File: src/rtl/fc_port_state_ctrl_pkg.sv
// Shared Fibre Channel types for the port state controller: decoded RX primitives,
// port states and helpers that classify states for the statistics counters.
package fc;

    typedef enum logic [2:0] {
        PRIM_NONE = 3'd0,
        PRIM_IDLE = 3'd1,
        PRIM_ARB  = 3'd2,
        PRIM_LR   = 3'd3,
        PRIM_LRR  = 3'd4,
        PRIM_NOS  = 3'd5,
        PRIM_OLS  = 3'd6
    } prim_t;

    typedef enum logic [3:0] {
        STATE_AC  = 4'd0,
        STATE_LR1 = 4'd1,
        STATE_LR2 = 4'd2,
        STATE_LR3 = 4'd3,
        STATE_LF1 = 4'd4,
        STATE_LF2 = 4'd5,
        STATE_OL1 = 4'd6,
        STATE_OL2 = 4'd7,
        STATE_OL3 = 4'd8
    } state_t;

    function automatic logic is_link_fail(state_t s);
        return (s == STATE_LF1) || (s == STATE_LF2);
    endfunction

    function automatic logic is_link_reset(state_t s);
        return (s == STATE_LR1) || (s == STATE_LR2);
    endfunction

endpackage

File: src/rtl/fc_port_state_ctrl_if.sv
// Lane-side bundle between the RX decoder/host CSRs and the port state controller.
// Statistics signals exist only when FC_PORT_STATE_STATS_EN is defined.
interface fc_port_state_ctrl_if;
    import fc::*;

    prim_t  rx_prim;
    logic   rx_valid;
    logic   rx_sync;
    logic   req_link_reset;
    logic   req_offline;
    state_t state;
    logic   active;
    logic   state_change;
`ifdef FC_PORT_STATE_STATS_EN
    logic        stat_clear;
    logic [15:0] stat_link_fail;
    logic [15:0] stat_link_reset;

    modport master (
        output rx_prim, rx_valid, rx_sync, req_link_reset, req_offline, stat_clear,
        input  state, active, state_change, stat_link_fail, stat_link_reset
    );
    modport slave (
        input  rx_prim, rx_valid, rx_sync, req_link_reset, req_offline, stat_clear,
        output state, active, state_change, stat_link_fail, stat_link_reset
    );
`else
    modport master (
        output rx_prim, rx_valid, rx_sync, req_link_reset, req_offline,
        input  state, active, state_change
    );
    modport slave (
        input  rx_prim, rx_valid, rx_sync, req_link_reset, req_offline,
        output state, active, state_change
    );
`endif

endinterface

File: src/rtl/fc_prim_seq_detect.sv
// Recognises SEQ_LEN consecutive identical valid primitives; the recognised primitive
// is presented from registered state and held for as long as the run continues.
module fc_prim_seq_detect
    import fc::*;
#(
    parameter int SEQ_LEN = 3
) (
    input  logic  clk,
    input  logic  reset_n,
    input  prim_t rx_prim,
    input  logic  rx_valid,
    input  logic  clear,
    output prim_t seq
);

    localparam int CW = $clog2(SEQ_LEN + 1);

    logic [CW-1:0] cnt_q, cnt_d;
    prim_t         prim_q, prim_d;

    always_comb begin
        cnt_d  = cnt_q;
        prim_d = prim_q;
        if (clear) begin
            cnt_d  = '0;
            prim_d = PRIM_NONE;
        end else if (rx_valid && (rx_prim != PRIM_NONE)) begin
            if ((rx_prim == prim_q) && (cnt_q != '0)) begin
                if (cnt_q != CW'(SEQ_LEN)) begin
                    cnt_d = cnt_q + CW'(1);
                end
            end else begin
                prim_d = rx_prim;
                cnt_d  = CW'(1);
            end
        end
    end

    always_ff @(posedge clk) begin
        if (!reset_n) begin
            cnt_q  <= '0;
            prim_q <= PRIM_NONE;
        end else begin
            cnt_q  <= cnt_d;
            prim_q <= prim_d;
        end
    end

    assign seq = (cnt_q == CW'(SEQ_LEN)) ? prim_q : PRIM_NONE;

endmodule

File: src/rtl/fc_port_state_ctrl.sv
// Fibre Channel port state machine for one lane (active/link-recovery/failure/offline).
// Optional saturating entry counters are built when FC_PORT_STATE_STATS_EN is defined.
module fc_port_state_ctrl
    import fc::*;
#(
    parameter int RTTOV_CYCLES  = 10_000_000,
    parameter int LOSTOV_CYCLES = 10_000,
    parameter int SEQ_LEN       = 3
) (
    input logic                 clk,
    input logic                 reset_n,
    fc_port_state_ctrl_if.slave bus
);

    localparam int TW = $clog2(RTTOV_CYCLES + 1);
    localparam int LW = $clog2(LOSTOV_CYCLES + 1);

    state_t        state_q, state_d;
    logic          active_q, active_d;
    logic          chg_q, chg_d;
    logic [TW-1:0] tmr_q;
    logic [LW-1:0] los_q;
    prim_t         seq;
    logic          los;
    logic          tmo;

    fc_prim_seq_detect #(
        .SEQ_LEN (SEQ_LEN)
    ) u_seq (
        .clk      (clk),
        .reset_n  (reset_n),
        .rx_prim  (bus.rx_prim),
        .rx_valid (bus.rx_valid),
        .clear    (!bus.rx_sync),
        .seq      (seq)
    );

    always_ff @(posedge clk) begin
        if (!reset_n || bus.rx_sync) begin
            los_q <= '0;
        end else if (los_q != LW'(LOSTOV_CYCLES)) begin
            los_q <= los_q + LW'(1);
        end
    end

    // Pending timer runs in every state; only the pending states act on it.
    always_ff @(posedge clk) begin
        if (!reset_n || (state_d != state_q)) begin
            tmr_q <= '0;
        end else if (tmr_q != TW'(RTTOV_CYCLES)) begin
            tmr_q <= tmr_q + TW'(1);
        end
    end

    assign los = (los_q == LW'(LOSTOV_CYCLES));
    assign tmo = (tmr_q == TW'(RTTOV_CYCLES));

    always_ff @(posedge clk) begin
        if (!reset_n) begin
            state_q  <= STATE_OL1;
            active_q <= 1'b0;
            chg_q    <= 1'b0;
        end else begin
            state_q  <= state_d;
            active_q <= active_d;
            chg_q    <= chg_d;
        end
    end

    // A recognised sequence with no action in the current state falls through to
    // host requests and then to the timeout.
    always_comb begin
        state_d = state_q;
        if (los && (state_q != STATE_LF1)) begin
            state_d = STATE_LF1;
        end else begin
            case (state_q)
                STATE_AC: begin
                    if (seq == PRIM_LR)          state_d = STATE_LR2;
                    else if (seq == PRIM_LRR)    state_d = STATE_LR3;
                    else if (seq == PRIM_NOS)    state_d = STATE_LF2;
                    else if (seq == PRIM_OLS)    state_d = STATE_OL2;
                    else if (bus.req_offline)    state_d = STATE_OL1;
                    else if (bus.req_link_reset) state_d = STATE_LR1;
                end
                STATE_LR1: begin
                    if (seq == PRIM_LRR)         state_d = STATE_LR3;
                    else if (seq == PRIM_LR)     state_d = STATE_LR2;
                    else if (seq == PRIM_NOS)    state_d = STATE_LF2;
                    else if (seq == PRIM_OLS)    state_d = STATE_OL2;
                    else if (tmo)                state_d = STATE_LF1;
                end
                STATE_LR2: begin
                    if ((seq == PRIM_IDLE) || (seq == PRIM_ARB)) state_d = STATE_AC;
                    else if (seq == PRIM_LRR)    state_d = STATE_LR3;
                    else if (seq == PRIM_NOS)    state_d = STATE_LF2;
                    else if (seq == PRIM_OLS)    state_d = STATE_OL2;
                    else if (seq == PRIM_LR)     state_d = STATE_LR2;
                    else if (tmo)                state_d = STATE_LF1;
                end
                STATE_LR3: begin
                    if ((seq == PRIM_IDLE) || (seq == PRIM_ARB)) state_d = STATE_AC;
                    else if (seq == PRIM_LR)     state_d = STATE_LR2;
                    else if (seq == PRIM_NOS)    state_d = STATE_LF2;
                    else if (seq == PRIM_OLS)    state_d = STATE_OL2;
                    else if (tmo)                state_d = STATE_LF1;
                end
                STATE_LF1: begin
                    if (bus.rx_sync) begin
                        if (seq == PRIM_NOS)      state_d = STATE_LF2;
                        else if (seq == PRIM_OLS) state_d = STATE_OL2;
                        else if (seq == PRIM_LR)  state_d = STATE_LR2;
                    end
                end
                STATE_LF2: begin
                    if (seq == PRIM_OLS)         state_d = STATE_OL2;
                    else if (seq == PRIM_LR)     state_d = STATE_LR2;
                    else if (bus.req_offline)    state_d = STATE_OL1;
                end
                STATE_OL1: begin
                    if (seq == PRIM_OLS)         state_d = STATE_OL2;
                    else if (seq == PRIM_LR)     state_d = STATE_LR2;
                    else if (seq == PRIM_NOS)    state_d = STATE_OL3;
                end
                STATE_OL2: begin
                    if (seq == PRIM_LRR)         state_d = STATE_LR3;
                    else if (seq == PRIM_LR)     state_d = STATE_LR2;
                    else if (seq == PRIM_NOS)    state_d = STATE_LF2;
                    else if (tmo)                state_d = STATE_LF1;
                end
                STATE_OL3: begin
                    if (seq == PRIM_OLS)         state_d = STATE_OL2;
                    else if (seq == PRIM_LR)     state_d = STATE_LR2;
                end
                default: state_d = STATE_LF1;
            endcase
        end
    end

    always_comb begin
        active_d = (state_d == STATE_AC);
        chg_d    = (state_d != state_q);
    end

    assign bus.state        = state_q;
    assign bus.active       = active_q;
    assign bus.state_change = chg_q;

`ifdef FC_PORT_STATE_STATS_EN
    logic [15:0] stat_fail_q;
    logic [15:0] stat_rst_q;

    always_ff @(posedge clk) begin
        if (!reset_n || bus.stat_clear) begin
            stat_fail_q <= '0;
            stat_rst_q  <= '0;
        end else if (chg_d) begin
            if (is_link_fail(state_d) && (stat_fail_q != 16'hFFFF)) begin
                stat_fail_q <= stat_fail_q + 16'd1;
            end
            if (is_link_reset(state_d) && (stat_rst_q != 16'hFFFF)) begin
                stat_rst_q <= stat_rst_q + 16'd1;
            end
        end
    end

    assign bus.stat_link_fail  = stat_fail_q;
    assign bus.stat_link_reset = stat_rst_q;
`endif

endmodule
File: src/flat_wrapper.sv
// flat-port wrapper written by rule: the top's interface ports become plain ports
module fc_port_state_ctrl_flat import fc::*;
#(
    parameter int RTTOV_CYCLES  = 10_000_000,
    parameter int LOSTOV_CYCLES = 10_000,
    parameter int SEQ_LEN       = 3
)
  (clk, reset_n, bus_rx_prim, bus_rx_valid, bus_rx_sync, bus_req_link_reset, bus_req_offline, bus_state, bus_active, bus_state_change);
  fc_port_state_ctrl_if bus_i ();
  input logic clk;
  input logic reset_n;
  input wire logic [$bits(bus_i.rx_prim)-1:0] bus_rx_prim;
  input wire logic [$bits(bus_i.rx_valid)-1:0] bus_rx_valid;
  input wire logic [$bits(bus_i.rx_sync)-1:0] bus_rx_sync;
  input wire logic [$bits(bus_i.req_link_reset)-1:0] bus_req_link_reset;
  input wire logic [$bits(bus_i.req_offline)-1:0] bus_req_offline;
  output wire logic [$bits(bus_i.state)-1:0] bus_state;
  output wire logic [$bits(bus_i.active)-1:0] bus_active;
  output wire logic [$bits(bus_i.state_change)-1:0] bus_state_change;
  assign bus_i.rx_prim = bus_rx_prim;
  assign bus_i.rx_valid = bus_rx_valid;
  assign bus_i.rx_sync = bus_rx_sync;
  assign bus_i.req_link_reset = bus_req_link_reset;
  assign bus_i.req_offline = bus_req_offline;
  assign bus_state = bus_i.state;
  assign bus_active = bus_i.active;
  assign bus_state_change = bus_i.state_change;
  fc_port_state_ctrl #(.RTTOV_CYCLES(RTTOV_CYCLES), .LOSTOV_CYCLES(LOSTOV_CYCLES), .SEQ_LEN(SEQ_LEN)) u_core (.clk(clk), .reset_n(reset_n), .bus(bus_i));
endmodule
File: config.mk
export PLATFORM = sky130hd
export DESIGN_NAME = fc_port_state_ctrl_flat
export DESIGN_NICKNAME = d
export VERILOG_FILES = /design/src/rtl/fc_port_state_ctrl_pkg.sv /design/src/rtl/fc_port_state_ctrl_if.sv /design/src/rtl/fc_prim_seq_detect.sv /design/src/rtl/fc_port_state_ctrl.sv /design/src/flat_wrapper.sv
export SDC_FILE = /design/constraint.sdc
export NUM_CORES = 1
export LEC_CHECK = 0
export ABC_AREA = 1
export BUFFER_PORTS_ARGS = -buffer_cell sky130_fd_sc_hd__clkbuf_2
export CAP_MARGIN = 20
export CORE_MARGIN = 1.5
export CORE_UTILIZATION = 30
export DETAILED_ROUTE_END_ITERATION = 8
export PLACE_DENSITY_LB_ADDON = 0.05
export SLEW_MARGIN = 5
export SYNTH_ARGS = -nofsm -noshare
export SYNTH_HDL_FRONTEND = slang
export SYNTH_SLANG_ARGS = --single-unit
File: constraint.sdc
create_clock -name clk -period 2.2 [get_ports clk]
set_input_delay 0.44 -clock clk [delete_from_list [all_inputs] [get_ports clk]]
set_output_delay 0.44 -clock clk [all_outputs]
set_load 0.02 [all_outputs]
==> results of run 1 <==
cell families after synthesis:
group,after synthesis
AO/OA/AOI/OAI,48
flip-flops,49
buffers and inverters,84
adder cells (fa/ha/maj),6
XOR/XNOR,27
AND/OR/NAND/NOR,258
path summary, 6_finish.rpt:
kind                            slack [ns]                   to  depth (start not counted)
worst max register to register       0.004      u_core.tmr_q[0]                         14
worst min-delay path                  0.41  u_core.bus.state[2]                          2
worst min register to register        0.49     u_core.los_q[13]                          2
worst max-delay path                 0.004      u_core.tmr_q[0]                         14
metal layers:
metal  GRT usage [%]  vias to the layer above  share of wire (%)
met4            3.53                        0               0.61
met3            2.89                        4                1.7
met1            17.5                     1391                 44
li1                -                     1598                  -
met5               0                        -                  0
met2            30.0                       21                 54
report_power, final:
part	total, mW	switching [mW]	internal, mW
Clock	0.540	0.316	0.225
Combinational	1.33	0.690	0.643
Sequential	0.995	0.0553	0.940
critical path, stage by stage, from the launching register on:
cell	delay, ns
dfxtp_2	0.35
ha_4	0.18
inv_2	0.07
nor2_4	0.04
nand2_2	0.11
buf_4	0.14
nand3_1	0.07
o21ai_1	0.12
nand2_1	0.09
xor2_1	0.14
nand3b_1	0.20
nor2_4	0.16
nand3_4	0.17
clkbuf_16	0.21
nor2_1	0.07
per-stage QoR:
stage	instances	area [sq um]
after detailed placement	654	3540
after global routing	674	3950
after floorplan	472	3030
after CTS	667	3740
final	674	3950
after global placement	654	3540
final cells by class:
class	instances	area, sq um
inverters	79	299
well taps	133	166
repair buffers	66	528
multi-input cells	339	1870
clock inverters	2	15.0
clock buffers	6	72.6
flip-flops and latches	49	998
fillers	1096	5830
registers in the layout, indices dropped and copies added, names as in the netlist:
signal	count
u_core.bus.state	4
u_core.u_seq.prim_q	3
u_core.tmr_q	24
u_core.bus.state_change	1
u_core.u_seq.cnt_q	2
u_core.los_q	14
u_core.bus.active	1
layout by cell type, fill, tap and decap left out, types with 2 or more instances in the layout:
cell type	count
a211oi_1	2
a21boi_0	2
a21oi_1	23
buf_4	48
clkbuf_16	2
clkbuf_2	14
clkbuf_8	5
clkinvlp_4	2
dfxtp_1	37
dfxtp_2	11
ha_1	4
ha_4	2
inv_1	70
inv_2	8
nand2_1	98
nand2_2	15
nand2_4	3
nand3_1	29
nand3_2	3
nand3b_1	2
nand4_1	8
nor2_1	67
nor2_2	14
nor2_4	6
nor3_1	5
nor3_2	3
o21ai_0	12
o21ai_2	3
o21bai_1	2
xnor2_1	3
xor2_1	24
what timing repair did:
| action | 4_1_cts | 5_1_grt |
|---|---|---|
| buffers inserted | 4 | 5 |
| cloned | 1 | 2 |
| pin swaps | 7 | 19 |
| gates resized for setup | 20 | 43 |
| setup endpoints to repair | 24 | 24 |
==> results.yml, run 1 <==
clock_network:
  numCtsBuffers: 5
  tritoncts: "yes"
  clock-sinks: 49
  clock_latency_ns: 0.30
  clk_path_buf_depth: 2
  cts-root-buf: "clkbuf_8"
  clk_pin_slew_ns: 0.10
  ctsHoldBuffers: 0
  htreeDepth: 2
timing:
  setup_viol: 0
  hold_viol_final: 0
  period_needed_ns: 2.20
  setup_tns_ns: 0
  worst_slew_pin_slew_ns: 0.309
  maxSlewViolCount: 0
  period_share_pct: 99.8
  slew_headroom_pct: 79.2
  fin_ws_ns: 0.00415
  clock.fmax_mhz: 455
  hold_ws_ns: 0.405
  rsz0062_at_grt: "true"
  clock_skew_ns: 0.0121
global_routing:
  antenna_found_initial: 0
  grt_pass1_wl_um: 12900
  grt_remaining_overflow: 0
  first_global_vias: 2922
  grt_start_max_net_pins: 16
  track_usage_pct: 15.5
drt:
  routedWlPerCell_um: 11.7
  dr.first_iter.drc_count: 45
  vias: 3014
  routed_wl_um: 7860
  antenna_left: 0
  drc_errors: 0
  viasPerCell: 4.47
  firstDrtPassIters: 4
run_status:
  status: "finished, final reports clean"
synth:
  synth_area_leaders: "dfxtp_1, nand2_1, inv_1, nor2_1, xor2_1"
  synth_xor_area_share_pct: 7.81
  synth_common_cells: "nand2_1, inv_1, nor2_1"
  synth_most_common_cell: "nand2_1"
  ys_warn_count: 0
  yosysTopAreaCell: "dfxtp_1"
  synth_mux_area_share_pct: 0
  synth-simple-area-share_pct: 37.7
  ys_async_sr_fraction_pct: 0
  yosys.area_share.adder_pct: 2.48
  syn_inst: 472
  synth_cell_type_count: 31
  synth_seq_cells: 49
  synth_compound_area_share_pct: 8.60
  synth_area_sq_um: 3030
  ys.flop_type: "dfxtp_1"
  avgSynthCellArea_sq_um: 6.41
  yosysSeqAreaShare_pct: 32.4
  syn_nets: 487
  synth_top_family_by_area: "simple AND/OR/NAND/NOR gates"
  synth_top_area_share_pct: 32.4
  synth-edff-count: 0
worst_setup_path:
  startpoint_type: "register"
  cp_max_fo: 6
  cp.arrival_ns: 2.43
  critPathLaunch: "u_core.u_seq.cnt_q[1]"
  required_ns: 2.43
  r2r_start: "u_core.u_seq.cnt_q[1]"
  worstSetupPathType: "reg2reg"
  cp-end-kind: "register"
power_and_ir_drop:
  power.density_nw_per_um2: 727
  leakagePower_nw: 1.71
  p_total_mw: 2.87
  vdd_drop_max_uv: 328
hold_path:
  hp-class: "in2reg"
  hp-start: "reset_n"
finish:
  final_layout_size_suffix_gt1_share_pct: 27.2
  nNetsFinal: 555
  area_delta_synth_final_pct: 30.4
  utilization_pct: 40.4
  antenna_cells: 0
die:
  rows: 36
  initial_utilization_pct: 31.0
  die-area_sq_um: 10700
  die_w_um: 103
  num_io_pins: 15
  die_h_um: 103
  fp.coreArea_sq_um: 9770
place:
  portBuffers: 14
  pre_cts_slack_ns: -0.0901
  gp_congestion: 0.872
  dp_hpwl_um: 6020
job:
  cap_violations: 0
No activity file was read; power rests on OpenSTA's default activity.
==> run 2: changes to the inputs <==
- REMOVE_ABC_BUFFERS: default -> 1
==> results.yml, run 2 (synthesis results as in run 1) <==
run_status:
  status: "finished, final reports clean"
place:
  gp_congestion: 0.836
  pre_cts_slack_ns: -0.122
  portBuffers: 14
  place_area_sq_um: 3540
  dp_hpwl_um: 5890
  placed_cells_incl_taps: 654
power_and_ir_drop:
  p_total_mw: 2.75
  power.density_nw_per_um2: 716
  vdd_drop_max_uv: 341
  leakagePower_nw: 1.68
timing:
  hold_viol_final: 0
  fin_ws_ns: 0.0449
  setup_viol: 0
  worst_slew_pin_slew_ns: 0.336
  clock_skew_ns: 0.00889
  rsz0062_at_grt: "true"
  clock.fmax_mhz: 464
  setup_tns_ns: 0
  hold_ws_ns: 0.404
  maxSlewViolCount: 0
  period_needed_ns: 2.16
  period_share_pct: 98.0
  slew_headroom_pct: 77.4
worst_setup_path:
  cpMostUsedCell: "nand2_1"
  cp_max_fo: 6
  cp_top_family: "simple AND/OR/NAND/NOR gates"
  cp-end-kind: "register"
  critPathLaunch: "u_core.u_seq.cnt_q[0]"
  path_buf_inv: 3
  crit_chain: "ha_4, nand2_4, nor2_4, inv_2, buf_4, nand2_1, nand2_1, nand2_1, nand3_1, nor2_1, nand4_1, nand2_1, nand2_1, nand2_2, nand3_4, clkbuf_16, nor2_1"
  startpoint_type: "register"
  r2r_start: "u_core.u_seq.cnt_q[0]"
  max_stage_delay_ns: 0.36
  worstSetupPathType: "reg2reg"
  required_ns: 2.45
  timing.critical_path.slowest_stage_cell: "dfxtp_2"
  cp.arrival_ns: 2.40
drt:
  antenna_left: 0
  vias: 2964
  drc_errors: 0
  viasPerCell: 4.41
  dr.first_iter.drc_count: 93
  firstDrtPassIters: 4
  routedWlPerCell_um: 11.4
  routed_wl_um: 7660
die:
  rows: 36
  die_w_um: 103
  num_io_pins: 15
  die-area_sq_um: 10700
  die_h_um: 103
  initial_utilization_pct: 31.0
  fp.coreArea_sq_um: 9770
finish:
  antenna_cells: 0
  largest_reg_flops: 24
  stdcell_area_sq_um: 3830
  final_cell_mix: "nand2_1, inv_1, nor2_1"
  utilization_pct: 39.2
  final_common_cell: "nand2_1"
  area_delta_synth_final_pct: 26.7
  nNetsFinal: 554
  fin_cells: 672
  largest-register: "u_core.tmr_q"
  final_layout_size_suffix_gt1_share_pct: 22.8
clock_network:
  htreeDepth: 2
  ctsHoldBuffers: 0
  cts-root-buf: "clkbuf_8"
  numCtsBuffers: 5
  tritoncts: "yes"
  clock_latency_ns: 0.30
  clk_path_buf_depth: 2
  clock-sinks: 49
  clk_pin_slew_ns: 0.09
global_routing:
  first_global_vias: 2864
  grt_pass1_wl_um: 12700
  grt_remaining_overflow: 0
  grt_start_max_net_pins: 25
  antenna_found_initial: 0
  track_usage_pct: 15.2
hold_path:
  hp-start: "reset_n"
  hp-class: "in2reg"
job:
  cap_violations: 0
[run 2: power breakdown]
| group | leakage (nW) | switching [mW] | internal (mW) |
|---|---|---|---|
| combinational | 1.24 | 0.656 | 0.550 |
| clock | 0.0433 | 0.304 | 0.249 |
| sequential | 0.398 | 0.0494 | 0.938 |
[run 2: final cells by class]
class,instances,area (sq um)
Fill cell,1115,5940
Tap cell,133,166
Timing Repair Buffer,65,487
Clock inverter,1,7.51
Inverter,79,297
Sequential cell,49,988
Multi-Input combinational cell,339,1810
Clock buffer,6,82.6
[run 2: per-layer routing]
metal  wire length [um]  up-vias  global-route usage, %
li1                   -     1595                      -
met1               3560     1338                   17.7
met2               3870       21                   28.4
met3                123       10                   2.28
met4                110        0                   4.47
met5                  0        -                      0
[run 2: worst paths after layout]
path | to | cells past startpoint | slack [ns]
worst min-delay path | u_core.bus.state[2] | 2 | 0.40
worst min register to register | u_core.los_q[13] | 2 | 0.48
worst max-delay path | u_core.tmr_q[20] | 17 | 0.04
worst max register to register | u_core.tmr_q[20] | 17 | 0.04
[run 2: timing repair]
action / in CTS / in global routing
gates cloned: 0 / 2
buffers inserted: 1 / 8
pin swaps: 1 / 3
gates resized for setup: 7 / 28
setup endpoints to repair: 25 / 25
==> run 3: changes to the inputs <==
- CORE_UTILIZATION: 30 -> 55
- RECOVER_POWER: default -> 100
==> results.yml, run 3 (synthesis results as in run 1) <==
run_status:
  status: "finished, final reports clean"
drt:
  routed_wl_um: 6870
  firstDrtPassIters: 4
  viasPerCell: 5.01
  routedWlPerCell_um: 11.8
  vias: 2925
  antenna_left: 0
  dr.first_iter.drc_count: 99
  drc_errors: 0
worst_setup_path:
  timing.critical_path.slowest_stage_cell: "dfxtp_2"
  max_stage_delay_ns: 0.35
  worst_r2r_path_depth: 17
  cpMostUsedCell: "nand2_1"
  cp-end-kind: "register"
  cp_top_family: "simple AND/OR/NAND/NOR gates"
  cp.arrival_ns: 2.43
  startpoint_type: "register"
  crit_chain: "ha_4, nand2_2, inv_1, o21ai_1, nand2_1, nand2_1, nand2_1, inv_1, nand2_1, a21oi_2, nand3_2, nand3_1, nand2_2, nor2_4, nand3_4, clkbuf_16, nor2_2"
  worstSetupPathType: "reg2reg"
  ff2ff_setup_slack_ns: 0.02
  required_ns: 2.45
  cp_max_fo: 8
  path_depth: 17
  path_buf_inv: 3
global_routing:
  grt_start_max_net_pins: 18
  antenna_found_initial: 0
  grt_remaining_overflow: 0
  first_global_vias: 2773
  track_usage_pct: 23.2
  grt_pass1_wl_um: 11200
power_and_ir_drop:
  power.density_nw_per_um2: 757
  leakagePower_nw: 1.56
  p_total_mw: 2.74
  vdd_drop_max_uv: 359
clock_network:
  clk_pin_slew_ns: 0.10
  clock-sinks: 49
  tritoncts: "yes"
  clock_latency_ns: 0.31
  numCtsBuffers: 5
  cts-root-buf: "clkbuf_8"
  htreeDepth: 2
  clk_path_buf_depth: 2
finish:
  utilization_pct: 69.5
  area_delta_synth_final_pct: 19.6
  antenna_cells: 0
  nFillCells: 477
  multi_input_area_sq_um: 1850
  final_layout_size_suffix_gt1_share_pct: 19.1
  final_common_cell: "nand2_1"
  largest_reg_flops: 24
  final_cell_mix: "nand2_1, inv_1, nor2_1"
  stdcell_area_sq_um: 3620
  regArea_sq_um: 988
  largest-register: "u_core.tmr_q"
  nNetsFinal: 528
timing:
  clock_skew_ns: 0.00816
  hold_ws_ns: 0.376
  setup_tns_ns: 0
  worst_slew_pin_slew_ns: 0.635
  rsz0062_at_grt: "true"
  period_needed_ns: 2.18
  slew_headroom_pct: 57.3
  period_share_pct: 99.0
  hold_viol_final: 0
  clock.fmax_mhz: 459
  maxSlewViolCount: 0
  setup_viol: 0
die:
  rows: 26
  die_w_um: 77.2
  num_io_pins: 15
  fp.coreArea_sq_um: 5200
  die-area_sq_um: 5960
  initial_utilization_pct: 58.1
  die_h_um: 77.2
hold_path:
  hp-class: "in2reg"
  hold_depth: 2
place:
  portBuffers: 14
  place_area_sq_um: 3320
  gp_congestion: 0.926
  dp_hpwl_um: 5190
job:
  cap_violations: 0
run 3: cell types whose count changed in the layout (fill, tap and decap cells not counted), moves of 2 or more:
cell	change
a21oi_1	-2
nor2_1	-5
clkbuf_1	+7
a21oi_2	+2
nand2_2	+3
o21ai_1	+2
clkbuf_2	-4
nor2_2	+3
nand2_1	-2
nor2_4	+2
buf_4	-30
run 3: layout make-up:
cell class,instances,share of cell area [%]
well taps,70,2.42
clock inverters,3,1.38
multi-input cells,339,51.2
inverters,79,8.19
clock buffers,5,1.90
flip-flops and latches,49,27.3
repair buffers,39,7.60
run 3: worst reg2reg max path: stages, from the launching register on:
cell	delay (ns)
dfxtp_2	0.35
ha_4	0.17
nand2_2	0.09
inv_1	0.10
o21ai_1	0.18
nand2_1	0.09
nand2_1	0.07
nand2_1	0.05
inv_1	0.04
nand2_1	0.07
a21oi_2	0.14
nand3_2	0.08
nand3_1	0.09
nand2_2	0.08
nor2_4	0.13
nand3_4	0.12
clkbuf_16	0.20
nor2_2	0.08
run 3: power by group:
part           internal [mW]  switching (mW)
Combinational          0.436           0.646
Clock                  0.349           0.326
Sequential             0.937          0.0462
Total                   1.72            1.02
run 3: per-stage QoR:
step                      setup slack, ns  std cells
after floorplan                     0.153        467
after global placement            0.00648        572
after detailed placement          -0.0341        572
after CTS                         0.00350        580
after global routing               -0.125        584
final                              0.0223        584
run 3: per-layer routing:
layer,track usage (%),vias to the layer above,part of all wire (%)
li1,-,1544,-
met1,25.3,1311,42
met2,43.5,57,52
met3,3.10,13,3.9
met4,11.3,0,1.7
met5,0,-,0
run 3: what timing repair did:
item / CTS / global route
gates cloned: 0 / 1
hold buffers: 0 / 0
pin swaps: 0 / 15
resized for setup: 3 / 44
setup endpoints to repair: 24 / 24
setup buffers: 0 / 3
run 3: final timing paths:
check | from | end
hold reg to reg | u_core.los_q[13] | u_core.los_q[13]
setup / recovery | u_core.u_seq.cnt_q[1] | u_core.tmr_q[7]
hold / removal | reset_n | u_core.bus.state[2]
setup reg to reg | u_core.u_seq.cnt_q[1] | u_core.tmr_q[7]
